[src/rtl/regfile_scoreboard_if.sv]
// Bus bundle for regfile_scoreboard: read ports, two writeback ports,
// issue and flush requests, and the scoreboard outputs.
// master = decode/writeback side driving requests; slave = register file.
interface regfile_scoreboard_if #(
    parameter int XLEN  = 32,
    parameter int NREGS = 32,
    parameter int NRD   = 2
);
    localparam int AW = $clog2(NREGS);

    logic [NRD*AW-1:0]   rd_addr;
    logic [NRD*XLEN-1:0] rd_data;
    logic [NRD-1:0]      rd_busy;

    logic                wr0_en;
    logic [AW-1:0]       wr0_addr;
    logic [XLEN-1:0]     wr0_data;

    logic                wr1_en;
    logic [AW-1:0]       wr1_addr;
    logic [XLEN-1:0]     wr1_data;

    logic                issue_en;
    logic [AW-1:0]       issue_addr;
    logic                flush;

    logic [NREGS-1:0]    busy_vec;

    modport master (
        output rd_addr, wr0_en, wr0_addr, wr0_data,
               wr1_en, wr1_addr, wr1_data,
               issue_en, issue_addr, flush,
        input  rd_data, rd_busy, busy_vec
    );

    modport slave (
        input  rd_addr, wr0_en, wr0_addr, wr0_data,
               wr1_en, wr1_addr, wr1_data,
               issue_en, issue_addr, flush,
        output rd_data, rd_busy, busy_vec
    );
endinterface

[src/rtl/regfile_scoreboard.sv]
// regfile_scoreboard: NREGS x XLEN integer register file with NRD
// combinational read ports, two synchronous write ports (wr0 = ALU,
// wr1 = load; wr1 wins on an address collision), hardwired-zero register 0,
// and a per-register busy scoreboard (set at issue, cleared at writeback,
// cleared wholesale by flush).
// Optional feature macro: REGFILE_BYPASS_EN -- forwards same-cycle write
// data to the read ports and reports them not busy.
module regfile_scoreboard #(
    parameter int XLEN  = 32,
    parameter int NREGS = 32,
    parameter int NRD   = 2
) (
    input  logic                 clk,
    input  logic                 reset_n,
    regfile_scoreboard_if.slave  bus
);
    localparam int AW = $clog2(NREGS);

    // Register 0 is not stored; entries 1..NREGS-1 only.
    logic [XLEN-1:0]  r_regs [1:NREGS-1];
    logic [NREGS-1:1] r_busy;
    logic [NREGS-1:1] w_busy_nxt;

    // Full-width views with entry 0 tied to zero, so reads index directly.
    logic [XLEN-1:0]  w_regs [NREGS];
    logic [NREGS-1:0] w_busy_all;

    // Register storage: load port overrides ALU port on the same address.
    // NOTE: the array is reset because a reset register file must read 0;
    // this rules out a RAM macro but matches the required reset behaviour.
    always_ff @(posedge clk or negedge reset_n) begin
        if (!reset_n) begin
            for (int k = 1; k < NREGS; k++) begin
                r_regs[k] <= '0;
            end
        end else begin
            for (int k = 1; k < NREGS; k++) begin
                if (bus.wr1_en && bus.wr1_addr == AW'(k)) begin
                    r_regs[k] <= bus.wr1_data;
                end else if (bus.wr0_en && bus.wr0_addr == AW'(k)) begin
                    r_regs[k] <= bus.wr0_data;
                end
            end
        end
    end

    // Scoreboard next state: flush, then issue, then writeback clear.
    // NOTE: combinational blocks use blocking '=' and assign every output a
    // default first, so no latch can be inferred on untaken branches.
    always_comb begin
        w_busy_nxt = r_busy;
        for (int k = 1; k < NREGS; k++) begin
            if (bus.flush) begin
                w_busy_nxt[k] = 1'b0;
            end else if (bus.issue_en && bus.issue_addr == AW'(k)) begin
                // The writeback belongs to an older instruction; the new
                // producer keeps the register busy.
                w_busy_nxt[k] = 1'b1;
            end else if ((bus.wr0_en && bus.wr0_addr == AW'(k)) ||
                         (bus.wr1_en && bus.wr1_addr == AW'(k))) begin
                w_busy_nxt[k] = 1'b0;
            end
        end
    end

    // Scoreboard state register.
    // NOTE: sequential state uses non-blocking '<=' so every flop samples
    // pre-edge values regardless of block ordering.
    always_ff @(posedge clk or negedge reset_n) begin
        if (!reset_n) begin
            r_busy <= '0;
        end else begin
            r_busy <= w_busy_nxt;
        end
    end

    // Zero-extended views of storage and scoreboard.
    always_comb begin
        w_regs[0] = '0;
        for (int k = 1; k < NREGS; k++) begin
            w_regs[k] = r_regs[k];
        end
        w_busy_all = {r_busy, 1'b0};
    end

    assign bus.busy_vec = w_busy_all;

    // Read ports: stored value and busy bit, optionally overridden by a
    // same-cycle write (wr1 before wr0, mirroring the write-conflict rule).
    always_comb begin
        logic [AW-1:0]   w_a;
        logic [XLEN-1:0] w_d;
        logic            w_b;
        w_a         = '0;
        w_d         = '0;
        w_b         = 1'b0;
        bus.rd_data = '0;
        bus.rd_busy = '0;
        for (int i = 0; i < NRD; i++) begin
            w_a = bus.rd_addr[i*AW +: AW];
            w_d = w_regs[w_a];
            w_b = w_busy_all[w_a];
`ifdef REGFILE_BYPASS_EN
            // Writes are discarded during reset, so they are not forwarded.
            if (reset_n && w_a != '0) begin
                if (bus.wr1_en && bus.wr1_addr == w_a) begin
                    w_d = bus.wr1_data;
                    w_b = 1'b0;
                end else if (bus.wr0_en && bus.wr0_addr == w_a) begin
                    w_d = bus.wr0_data;
                    w_b = 1'b0;
                end
            end
`endif
            bus.rd_data[i*XLEN +: XLEN] = w_d;
            bus.rd_busy[i]              = w_b;
        end
    end
endmodule

[src/flat_wrapper.sv]
// flat-port wrapper written by rule: the top's interface ports become plain ports
module regfile_scoreboard_flat 
#(
    parameter int XLEN  = 32,
    parameter int NREGS = 32,
    parameter int NRD   = 2
)
  (clk, reset_n, bus_rd_addr, bus_wr0_en, bus_wr0_addr, bus_wr0_data, bus_wr1_en, bus_wr1_addr, bus_wr1_data, bus_issue_en, bus_issue_addr, bus_flush, bus_rd_data, bus_rd_busy, bus_busy_vec);
  regfile_scoreboard_if #(.XLEN(XLEN), .NREGS(NREGS), .NRD(NRD)) bus_i ();
  input  logic clk;
  input  logic reset_n;
  input wire logic [$bits(bus_i.rd_addr)-1:0] bus_rd_addr;
  input wire logic [$bits(bus_i.wr0_en)-1:0] bus_wr0_en;
  input wire logic [$bits(bus_i.wr0_addr)-1:0] bus_wr0_addr;
  input wire logic [$bits(bus_i.wr0_data)-1:0] bus_wr0_data;
  input wire logic [$bits(bus_i.wr1_en)-1:0] bus_wr1_en;
  input wire logic [$bits(bus_i.wr1_addr)-1:0] bus_wr1_addr;
  input wire logic [$bits(bus_i.wr1_data)-1:0] bus_wr1_data;
  input wire logic [$bits(bus_i.issue_en)-1:0] bus_issue_en;
  input wire logic [$bits(bus_i.issue_addr)-1:0] bus_issue_addr;
  input wire logic [$bits(bus_i.flush)-1:0] bus_flush;
  output wire logic [$bits(bus_i.rd_data)-1:0] bus_rd_data;
  output wire logic [$bits(bus_i.rd_busy)-1:0] bus_rd_busy;
  output wire logic [$bits(bus_i.busy_vec)-1:0] bus_busy_vec;
  assign bus_i.rd_addr = bus_rd_addr;
  assign bus_i.wr0_en = bus_wr0_en;
  assign bus_i.wr0_addr = bus_wr0_addr;
  assign bus_i.wr0_data = bus_wr0_data;
  assign bus_i.wr1_en = bus_wr1_en;
  assign bus_i.wr1_addr = bus_wr1_addr;
  assign bus_i.wr1_data = bus_wr1_data;
  assign bus_i.issue_en = bus_issue_en;
  assign bus_i.issue_addr = bus_issue_addr;
  assign bus_i.flush = bus_flush;
  assign bus_rd_data = bus_i.rd_data;
  assign bus_rd_busy = bus_i.rd_busy;
  assign bus_busy_vec = bus_i.busy_vec;
  regfile_scoreboard #(.XLEN(XLEN), .NREGS(NREGS), .NRD(NRD)) u_core (.clk(clk), .reset_n(reset_n), .bus(bus_i));
endmodule
[config.mk]
export PLATFORM = sky130hd
export DESIGN_NAME = regfile_scoreboard_flat
export DESIGN_NICKNAME = d
export VERILOG_FILES = /design/src/rtl/regfile_scoreboard_if.sv /design/src/rtl/regfile_scoreboard.sv /design/src/flat_wrapper.sv
export SDC_FILE = /design/constraint.sdc
export NUM_CORES = 2
export LEC_CHECK = 0
export CAP_MARGIN = 20
export CORE_ASPECT_RATIO = 2
export CORE_MARGIN = 2
export CORE_UTILIZATION = 55
export DETAILED_ROUTE_END_ITERATION = 10
export PLACE_DENSITY = 0.8
export SYNTH_ARGS = -nofsm -noshare
export SYNTH_HDL_FRONTEND = slang
export SYNTH_SLANG_ARGS = --single-unit
[constraint.sdc]
create_clock -name clk -period 3.9 [get_ports clk]
set_clock_uncertainty 0.1 [all_clocks]
set_input_delay 0.975 -clock clk [delete_from_list [all_inputs] [get_ports clk]]
set_output_delay 0.975 -clock clk [all_outputs]
set_load 0.02 [all_outputs]
==> results.sh <==
export IMPL_setup_tns_final_ps=-6639
export IMPL_yosysSeqAreaShare_pct=39.93
export IMPL_firstDrtPassIters=11
export IMPL_fmax_ghz=0.2411
export IMPL_via_count=60168
export IMPL_path_class="in -> out"
export IMPL_setup_slack_ps=-248.3
export IMPL_power_frac_seq_pct=42.4
export IMPL_cts_tree="built"
export IMPL_cp_slowest_cell="mux4_2"
export IMPL_die_x_um=245.4
export IMPL_rows=177
export IMPL_path_delay_family="buffers and inverters"
export IMPL_ff_latch_area_um2=25600
export IMPL_grt_util_all_layers_pct=46.15
export IMPL_grt_pass1_vias=61653
export IMPL_clk_latency_ps=750
export IMPL_drive_gt1_share_pct=24.80
export IMPL_cts_root_buf="clkbuf_16"
export IMPL_fin_crit_sh_pct=106.4
export IMPL_cts_buffers=95
export IMPL_wl_per_cell_um=34.93
export IMPL_wirelength_um=279700
export IMPL_slew_viol_final=0
export IMPL_gp_congestion=1.019
export IMPL_power_switching_uw=12750
export IMPL_outcome="finished with violations"
export IMPL_cts_sinks=1023
export IMPL_syn_inst=6163
export IMPL_p_leak_uw=0.03792
export IMPL_async_flop_share_pct=100.0
export IMPL_max_slew_worst_pin_slew_ps=1114
export IMPL_clock_path_buffers=3
export IMPL_antenna_left=0
export IMPL_clkTransAtPathRegs_ps=70
export IMPL_swShare_pct=34.02
export IMPL_rsz0062_at_grt="yes"
export IMPL_required_ps=2820
export IMPL_setup_worst_path_end_class="output port"
export IMPL_hpwlAfterDp_um=163300
export IMPL_grt_max_degree=131
export IMPL_p_int_uw=24720
export IMPL_core_area_um2=116000
export IMPL_crit_arrival_ps=3070
export IMPL_worstPathMaxFanout=8
export IMPL_vias_per_cell=7.513
export IMPL_wl_met3_um=41660
export IMPL_vdd_drop_max_uv=379.6
export IMPL_ys_ff_latch=1023
export IMPL_worstPathCellList="buf_16, buf_16, buf_16, buf_6, mux4_2, a22o_1, o21ai_4, buf_6, o31ai_4, buf_6"
export IMPL_start_util_pct=55.25
export IMPL_fillers=8234
export IMPL_yosysUniqueCellTypes=37
export IMPL_min_period_ps=4148
export IMPL_grt_overflow=0
export IMPL_drv_cap=0
export IMPL_wl_met2_um=119300
export IMPL_syn2layout_area_growth_pct=20.52
export IMPL_violations="DRC, setup timing"
export IMPL_min_path_type="in -> async"
export IMPL_syn_num_nets=6258
export IMPL_final_nets=6499
export IMPL_cellPowerDensity_nw_per_um2=485.0
export IMPL_critPathBufInv=6
export IMPL_p_comb_share_pct=30.7
export IMPL_total_power_uw=37470
export IMPL_drt_met1_wl_um=80790
export IMPL_synthesis_area_per_instance_um2=10.40
export IMPL_portBuffers=191
export IMPL_fin_cells=8009
export IMPL_drc=2
export IMPL_post_place_cells=7714
export IMPL_synth_flop_cell="dfrtp_1"
export IMPL_max_slew_margin_pct=25.73
export IMPL_synth_area_um2=64110
export IMPL_max_stage_delay_ps=490
export IMPL_startpoint_type="primary input"
export IMPL_cts_hold_buf=0
export IMPL_setup_viol=55
export IMPL_dieArea_um2=119500
export IMPL_clkPwrFrac_pct=26.9
export IMPL_hold_violations=0
export IMPL_drt_iter0_drc=10414
export IMPL_yosysWarnings=0
export IMPL_htreeDepth=3
export IMPL_antenna_found_initial=5
export IMPL_top_layer_used="met5"
export IMPL_post_place_ws_ps=-837.5
export IMPL_synth_edf_count=0
export IMPL_multiInputGateArea_um2=36670
export IMPL_io_pins=193
export IMPL_grt_pass1_wl_um=400000
export IMPL_fp_dieH_um=486.8
==> power groups by stage <==
stage	clock, uW	sequential, uW	combinational [uW]
4_1_cts	9960	15600	10800
6_report	10100	15900	11500
3_3_place_gp	0	15400	9800
3_5_place_dp	0	15800	10200
2_1_floorplan	0	14900	7050
5_1_grt	10400	16000	12000
==> sequential cells by signal, indices dropped and copies added (netlist names) <==
register,flops
u_core.r_regs,992
u_core.r_busy,31
==> stage by stage <==
| stage | util (%) | hold WS (ps) | instance area [um2] |
|---|---|---|---|
| after floorplan | - | 424.4 | 64110 |
| after global placement | 61.02 | 436.3 | 70810 |
| after detailed placement | 61.02 | 448.9 | 70810 |
| after CTS | 65.70 | 22.52 | 76250 |
| after global routing | 66.57 | 34.96 | 77260 |
| final | 66.58 | 32.24 | 77260 |
==> placed cells by master, fill, tap and decap left out, types with 83 or more instances in the layout <==
cell             netlist  layout
a21oi_1              474     474
a22o_1               197     195
buf_12                 0     144
buf_4                 43     429
buf_6                 16     114
clkbuf_16              0      99
clkdlybuf4s50_1        0     114
dfrtp_1             1023    1023
mux2i_1             1154    1142
mux4_2               396     396
nand2_1              617     570
nor2_1               556     548
o21ai_0               83      83
o21ai_1              463     417
==> metal layers <==
layer	GRT usage, %	up-vias
met1	49.16	28752
met2	67.47	6009
li1	-	22997
met3	17.59	2402
met4	48.48	8
met5	0.9528	-
==> worst reg2reg max path: stages (launching register included) <==
cell,delay (ps)
dfrtp_1,690
a32oi_1,180
nor2_1,120
==> synthesized netlist by cell type (all sizes together), types with 6 or more instances <==
cell / count / area share, %
a211oi: 66 / 0.77
a21oi: 474 / 3.7
a22o: 197 / 2.7
a31oi: 38 / 0.37
a32oi: 31 / 0.42
and2: 79 / 0.77
and4b: 6 / 0.094
buf: 256 / 2.2
clkbuf: 476 / 2.8
dfrtp: 1023 / 40
mux2: 65 / 1.1
mux2i: 1154 / 18
mux4: 396 / 14
nand2: 617 / 3.6
nand3: 6 / 0.047
nor2: 556 / 3.3
nor2b: 17 / 0.17
o21ai: 546 / 4.3
o22ai: 66 / 0.64
o31ai: 66 / 0.77
==> path summary, 6_finish.rpt <==
check | cells past startpoint | from | slack, ps | endpoint
min | 1 | reset_n | 30 | u_core.r_regs[344]$_DFFE_PN0P_
max in group asynchronous | 2 | reset_n | 2460 | u_core.r_regs[717]$_DFFE_PN0P_
min reg2reg | 2 | u_core.r_regs[308]$_DFFE_PN0P_ | 460 | u_core.r_regs[308]$_DFFE_PN0P_
max reg2reg | 2 | u_core.r_busy[1]$_DFFE_PN0P_ | 2750 | u_core.r_busy[1]$_DFFE_PN0P_
min in group clk | 2 | u_core.r_regs[308]$_DFFE_PN0P_ | 460 | u_core.r_regs[308]$_DFFE_PN0P_
max | 10 | bus_rd_addr[5] | -250 | bus_rd_data[59]
==> logic make-up after synthesis <==
group | after synthesis | synth area share (%)
DFF | 1023 | 39.93
muxes | 1615 | 33.07
AOI/OAI and AO/OA | 1484 | 13.64
other | 1 | 0.005849
and+or+nand+nor | 1306 | 8.310
buffers and inverters | 734 | 5.045
==> repair_timing <==
| item | 4_1_cts | 5_1_grt |
|---|---|---|
| resized for setup | 507 | 164 |
| setup endpoints to repair | 66 | 64 |
| buffers inserted | 50 | 56 |
| pin swaps | 76 | 70 |
| cloned | 20 | 2 |
==> cell type report <==
| class | count | share of cell area (%) |
|---|---|---|
| antenna | 5 | 0.01619 |
| clock buffer | 129 | 3.465 |
| clock inverter | 47 | 0.6785 |
| inverter | 2 | 0.009716 |
| multi-input combinational | 4406 | 47.46 |
| sequential | 1023 | 33.13 |
| tap | 1521 | 2.463 |
| timing repair buffer | 876 | 12.78 |
(Power assumes the default switching activity.)
